[config.mk]
export PLATFORM = sky130hd
export DESIGN_NAME = y86_bus_tracer
export DESIGN_NICKNAME = d
export VERILOG_FILES = /design/src/rtl/y86_bus_tracer.sv
export SDC_FILE = /design/constraint.sdc
export NUM_CORES = 2
export LEC_CHECK = 0
export ABC_AREA = 1
export CAP_MARGIN = 20
export CORE_MARGIN = 1
export CORE_UTILIZATION = 50
export DETAILED_ROUTE_END_ITERATION = 16
export GPL_ROUTABILITY_DRIVEN = 1
export PLACE_DENSITY = 0.79
export SETUP_SLACK_MARGIN = 0.2
export SLEW_MARGIN = 20
export SYNTH_ARGS = -nofsm -noshare
export SYNTH_HDL_FRONTEND = slang
export SYNTH_SLANG_ARGS = --single-unit
export TNS_END_PERCENT = 30
[constraint.sdc]
create_clock -name clk -period 9.05 [get_ports clk]
set_input_delay 1.81 -clock clk [delete_from_list [all_inputs] [get_ports clk]]
set_output_delay 1.81 -clock clk [all_outputs]
set_load 0.02 [all_outputs]
[src/rtl/y86_bus_tracer.sv]
// ---------------------------------------------------------------------------
// y86_bus_tracer
//
// Passive trace and statistics unit that sits beside the y86 sequential core.
// It snoops the core memory bus, classifies each transfer as an instruction
// fetch, a data load or a data store, timestamps it and queues the record in
// a FIFO drained over a valid/ready port. It also keeps per-kind transfer
// counters, a saturating dropped-record counter and two sticky error flags.
// The core bus is only observed, never driven.
//
// Parameters:
//   DEPTH   FIFO entries (power of two, >= 2)
//   TS_W    timestamp width
//   DROP_W  width of the saturating drop counter
//
// Ports:
//   clk, rst          core clock, async active-high reset (shared with core)
//   en                capture enable (phase tracking always runs)
//   clr               synchronous clear of FIFO, counters and sticky flags
//   bus_A/in/out      core address, read data, write data
//   bus_RE/bus_WE     core read / write strobes
//   trc_valid/ready   trace output handshake
//   trc_data          {kind[1:0], ts[TS_W-1:0], addr[31:0], data[31:0]}
//   n_fetch/load/store  per-kind transfer counters (wrapping)
//   n_drop            records lost to a full FIFO (saturating)
//   overflow          sticky, set on the first drop
//   sync_err          sticky, set on a strobe in an illegal phase
//   level             FIFO occupancy, 0..DEPTH
// ---------------------------------------------------------------------------
module y86_bus_tracer #(
    parameter int DEPTH  = 16,
    parameter int TS_W   = 16,
    parameter int DROP_W = 8
) (
    input  logic                      clk,
    input  logic                      rst,
    input  logic                      en,
    input  logic                      clr,
    input  logic [31:0]               bus_A,
    input  logic [31:0]               bus_in,
    input  logic [31:0]               bus_out,
    input  logic                      bus_RE,
    input  logic                      bus_WE,
    output logic                      trc_valid,
    input  logic                      trc_ready,
    output logic [65+TS_W:0]          trc_data,
    output logic [31:0]               n_fetch,
    output logic [31:0]               n_load,
    output logic [31:0]               n_store,
    output logic [DROP_W-1:0]         n_drop,
    output logic                      overflow,
    output logic                      sync_err,
    output logic [$clog2(DEPTH):0]    level
);

    localparam int AW    = $clog2(DEPTH);
    localparam int REC_W = 66 + TS_W;

    // Phases mirror the core's one-hot sequencer: only FETCH and MEM may
    // legally carry bus strobes.
    typedef enum logic [2:0] {
        PH_FETCH  = 3'd0,
        PH_DECODE = 3'd1,
        PH_EXEC   = 3'd2,
        PH_MEM    = 3'd3,
        PH_WB     = 3'd4
    } phase_t;

    typedef enum logic [1:0] {
        KIND_FETCH = 2'b00,
        KIND_LOAD  = 2'b01,
        KIND_STORE = 2'b10,
        KIND_RSVD  = 2'b11
    } kind_t;

    phase_t              phase, phase_next;
    logic [TS_W-1:0]     ts;

    logic [REC_W-1:0]    mem [DEPTH];
    logic [AW-1:0]       wr_ptr, rd_ptr, rd_ptr_next;
    logic [AW:0]         count, count_next;
    logic [REC_W-1:0]    data_q;

    logic                illegal, is_event;
    kind_t               kind;
    logic [31:0]         rec_data;
    logic [REC_W-1:0]    rec;
    logic                push_req, push_do, pop, full, drop;

    // Phase sequencer: free-running mod-5, restarts at FETCH with the core.
    always_ff @(posedge clk or posedge rst) begin
        if (rst) phase <= PH_FETCH;
        else     phase <= phase_next;
    end

    always_comb begin
        phase_next = PH_FETCH;
        case (phase)
            PH_FETCH:  phase_next = PH_DECODE;
            PH_DECODE: phase_next = PH_EXEC;
            PH_EXEC:   phase_next = PH_MEM;
            PH_MEM:    phase_next = PH_WB;
            default:   phase_next = PH_FETCH;
        endcase
    end

    // Free-running timestamp; clr deliberately leaves it alone.
    always_ff @(posedge clk or posedge rst) begin
        if (rst) ts <= '0;
        else     ts <= ts + 1'b1;
    end

    // Classification. Simultaneous RE and WE is illegal in every phase,
    // so it is tested before the per-phase rules.
    always_comb begin
        illegal  = 1'b0;
        is_event = 1'b0;
        kind     = KIND_FETCH;
        rec_data = bus_in;
        if (bus_RE && bus_WE) begin
            illegal = 1'b1;
        end else begin
            case (phase)
                PH_FETCH: begin
                    if (bus_WE)      illegal  = 1'b1;
                    else if (bus_RE) is_event = 1'b1;
                end
                PH_MEM: begin
                    if (bus_WE) begin
                        is_event = 1'b1;
                        kind     = KIND_STORE;
                        rec_data = bus_out;
                    end else if (bus_RE) begin
                        is_event = 1'b1;
                        kind     = KIND_LOAD;
                    end
                end
                default: begin
                    if (bus_RE || bus_WE) illegal = 1'b1;
                end
            endcase
        end
    end

    assign rec       = {kind, ts, bus_A, rec_data};
    assign full      = (count == DEPTH[AW:0]);
    assign trc_valid = (count != '0);
    assign push_req  = en && !clr && is_event;
    assign pop       = trc_valid && trc_ready && !clr;
    // A full FIFO still accepts a push when the head leaves in the same cycle.
    assign push_do   = push_req && (!full || pop);
    assign drop      = push_req && full && !pop;

    always_comb begin
        rd_ptr_next = pop ? rd_ptr + 1'b1 : rd_ptr;
        count_next  = count;
        case ({push_do, pop})
            2'b10:   count_next = count + 1'b1;
            2'b01:   count_next = count - 1'b1;
            default: count_next = count;
        endcase
    end

    // Storage array; contents are only observed through data_q.
    always_ff @(posedge clk) begin
        if (push_do) mem[wr_ptr] <= rec;
    end

    always_ff @(posedge clk or posedge rst) begin
        if (rst) begin
            wr_ptr <= '0;
            rd_ptr <= '0;
            count  <= '0;
        end else if (clr) begin
            wr_ptr <= '0;
            rd_ptr <= '0;
            count  <= '0;
        end else begin
            if (push_do) wr_ptr <= wr_ptr + 1'b1;
            rd_ptr <= rd_ptr_next;
            count  <= count_next;
        end
    end

    // Registered head. When the FIFO ends the cycle with exactly one entry
    // that was just pushed, the new record is the head and is not yet in the
    // array, so it is taken straight from the classifier. When the FIFO goes
    // empty the last head is held.
    always_ff @(posedge clk or posedge rst) begin
        if (rst) begin
            data_q <= '0;
        end else if (!clr && count_next != '0) begin
            if (push_do && count_next == {{AW{1'b0}}, 1'b1}) data_q <= rec;
            else                                             data_q <= mem[rd_ptr_next];
        end
    end

    assign trc_data = data_q;
    assign level    = count;

    // Statistics and sticky flags. Counters track accepted events even when
    // the record itself is dropped.
    always_ff @(posedge clk or posedge rst) begin
        if (rst) begin
            n_fetch  <= '0;
            n_load   <= '0;
            n_store  <= '0;
            n_drop   <= '0;
            overflow <= 1'b0;
            sync_err <= 1'b0;
        end else if (clr) begin
            n_fetch  <= '0;
            n_load   <= '0;
            n_store  <= '0;
            n_drop   <= '0;
            overflow <= 1'b0;
            sync_err <= 1'b0;
        end else begin
            if (push_req) begin
                case (kind)
                    KIND_FETCH: n_fetch <= n_fetch + 1'b1;
                    KIND_LOAD:  n_load  <= n_load + 1'b1;
                    KIND_STORE: n_store <= n_store + 1'b1;
                    default:    ;
                endcase
            end
            if (drop) begin
                overflow <= 1'b1;
                if (n_drop != '1) n_drop <= n_drop + 1'b1;
            end
            if (illegal) sync_err <= 1'b1;
        end
    end

endmodule

==> results_dict.tcl <==
set metrics [dict create \
    finalSetupTns_ns 0 \
    ys_ff_latch 1532 \
    period_share_pct 62.7 \
    synth_top_area_share_pct 58.2 \
    worstPathArrival_ns 6.41 \
    ctsHoldBuffers 0 \
    tightest_slew_ns 1.29 \
    ys_seq_area_share_pct 66.3 \
    netlist_top_cells_area "edfxtp_1, nand3_1, nand2_1" \
    slew_viol_final 0 \
    die_h_um 370 \
    track_usage_pct 27.8 \
    wirelength_mm 193 \
    drive_gt1_share_pct 5.86 \
    pwr_density_cell_nw_per_um2 233 \
    gr-total-overflow 0 \
    fp.dieW_um 370 \
    hp-class "flop to flop" \
    start_kind "input port" \
    syn_area_um2 67700 \
    design_area_um2 77100 \
    antenna_found_initial 3 \
    critPathRequiredTime_ns 9.78 \
    rows 134 \
    vdd_drop_max_uv 223 \
    core_um2 134000 \
    yosysTopAreaCell "edfxtp_1" \
    reg2reg_depth 21 \
    drc 12 \
    root_buffer "clkbuf_16" \
    syn_nets 6735 \
    fmax_ghz 0.176 \
    synth_warnings 0 \
    hold_viol_final 0 \
    drt_iter0_markers 7330 \
    cts_buffer_depth 3 \
    fin_nets 6850 \
    vias 51000 \
    die_area_um2 137000 \
    p_leak_nw 30.6 \
    final_cell_mix "nand2_1, nand3_1, edfxtp_1, inv_1, clkdlybuf4s50_1" \
    placed_area_um2 71900 \
    ant_nets 0 \
    drv_cap 0 \
    clk_pin_slew_ns 0.06 \
    outcome "complete, but fails checks" \
    post-cts-setup-buffer-count 0 \
    viasPerCell 5.91 \
    first_pass_iters 14 \
    syn_inst 6618 \
    cts_htree_levels 4 \
    grt_pass1_vias 49500 \
    ys_types 49 \
    violations "DRC" \
    cts_buffers 154 \
    grt_setup_unrepaired "no" \
    ioPinCount 297 \
    final_common_cell "nand2_1" \
    ctsResizeCount 0 \
    fillerInstances 10400 \
    cts_tree "done" \
    dpl.hpwl_mm 97.6 \
    period_needed_ns 5.68 \
    crit_path_end_kind "flop" \
    cts.sinks 1532 \
    start_util_pct 50.5 \
    grt_max_degree 207 \
    worst-path-max-fanout 52 \
    portBuffers 296 \
    dp.cells 8343 \
    syn_to_final_growth_pct 13.9 \
    relSlewSlack_pct 14.2 \
    min_path_cells 1 \
    clock-skew-final_ns 0.0284 \
    clk_latency_ns 0.81 \
    finalNonFillerCells 8629 \
    grt_pass1_wl_mm 290 \
    setup_violations 0 \
    worstSetupPathType "input port to flop" \
    synth.avg_cell_area_um2 10.2 \
    wl_per_cell_um 22.3 \
    gp_congestion 0.913 \
]
[kinds of logic (layout without fill, tap and decap cells)]
| kind of cell | count (synthesis) | in the layout | synth area share (%) |
|---|---|---|---|
| other | 0 | 1 | 0 |
| adders and majority gates | 14 | 14 | 0.270 |
| and+or+nand+nor | 3966 | 3966 | 25.8 |
| xor gates and xnor gates | 49 | 49 | 0.634 |
| buffers and inverters | 899 | 1141 | 5.60 |
| AOI/OAI and AO/OA | 158 | 158 | 1.33 |
| DFF | 1532 | 1532 | 66.3 |
[routing by layer]
layer	routed length (um)	GRT usage (%)	vias up
li1	-	-	22800
met1	69100	35.1	24200
met2	92500	45.4	3343
met3	21100	5.28	620
met4	9800	14.8	2
met5	7	0	-
[cells in the mapped netlist (all sizes together)]
| cell type | instances |
|---|---|
| a22o | 1 |
| o31ai | 19 |
| fa | 1 |
| xnor2 | 14 |
| o21a | 5 |
| or2 | 32 |
| a31oi | 6 |
| o21bai | 2 |
| a311oi | 1 |
| nor4 | 26 |
| xor2 | 35 |
| nor3 | 56 |
| nand4 | 26 |
| nor2b | 1 |
| a21oi | 51 |
| dfrtp | 220 |
| nor2 | 154 |
| and2 | 1 |
| inv | 489 |
| a21boi | 1 |
| clkbuf | 101 |
| and3 | 1 |
| o21ai | 65 |
| a211oi | 6 |
| nand3b | 39 |
| a32o | 1 |
| edfxtp | 1312 |
| ha | 13 |
| nor3b | 5 |
| buf | 309 |
| nand3 | 1595 |
| nand2 | 2030 |
[cell type report]
cell class                 count  area [um^2]  area share [%]
sequential                  1532        44900            58.3
multi-input combinational   4187        19200            25.0
clock buffer                 210         4260            5.52
timing repair buffer         369         3720            4.83
tap                         1768         2210            2.87
inverter                     489         1860            2.41
clock inverter                73          875            1.13
antenna                        1         2.50         0.00325
[critical path, stage by stage]
cell and delay (ns):
clkdlybuf4s50_1 0.58, inv_2 0.08, nand2_1 0.10, inv_2 0.06
nor2_8 0.17, nand2_4 0.09, nand2_4 0.11, inv_1 0.09
ha_1 0.34, a21oi_1 0.21, nand3_1 0.10, nand2_1 0.08
inv_1 0.04, nand3_1 0.07, nand2_1 0.07, nand2_1 0.13
inv_1 0.06, nand3_1 0.11, nand2_4 0.32, inv_4 0.79
buf_4 0.61, nand3_1 0.19, nand2_1 0.10
[metrics by stage]
stage / power, mW / hold slack (ns) / setup slack [ns] / utilization, %
2_1_floorplan: 10.3 / 0.419 / 1.22 / -
3_3_place_gp: 11.5 / 0.431 / 2.76 / 53.7
3_5_place_dp: 11.5 / 0.448 / 2.67 / 53.7
4_1_cts: 17.9 / 0.456 / 3.50 / 57.5
5_1_grt: 18.6 / 0.469 / 3.20 / 57.5
6_report: 17.9 / 0.458 / 3.37 / 57.5
[state kept, by name, indices dropped and copies added, names as in the netlist]
signal and flops:
ts 16, level 5, overflow 1, sync_err 1, trc_data 82, n_load 32, n_fetch 32, n_store 32
n_drop 8, mem 1312, rd_ptr 4, wr_ptr 4, phase 3
[report_power, final]
group | internal, mW | total [mW] | leakage [nW] | switching, mW
sequential | 7.84 | 8.07 | 14.9 | 0.233
combinational | 1.07 | 3.38 | 13.3 | 2.31
clock | 3.75 | 6.49 | 2.50 | 2.74
[path summary, 6_finish.rpt]
check | startpoint | endpoint | slack, ns
setup reg to reg | level[1] | trc_data[14] | 4.34
setup / recovery | bus_WE | trc_data[14] | 3.37
hold / removal | phase[0] | phase[0] | 0.46
hold reg to reg | phase[0] | phase[0] | 0.46
max in group asynchronous | rst | trc_data[33] | 6.06
min in group asynchronous | rst | n_load[31] | 1.54
No activity file was read; power rests on OpenSTA's default activity.
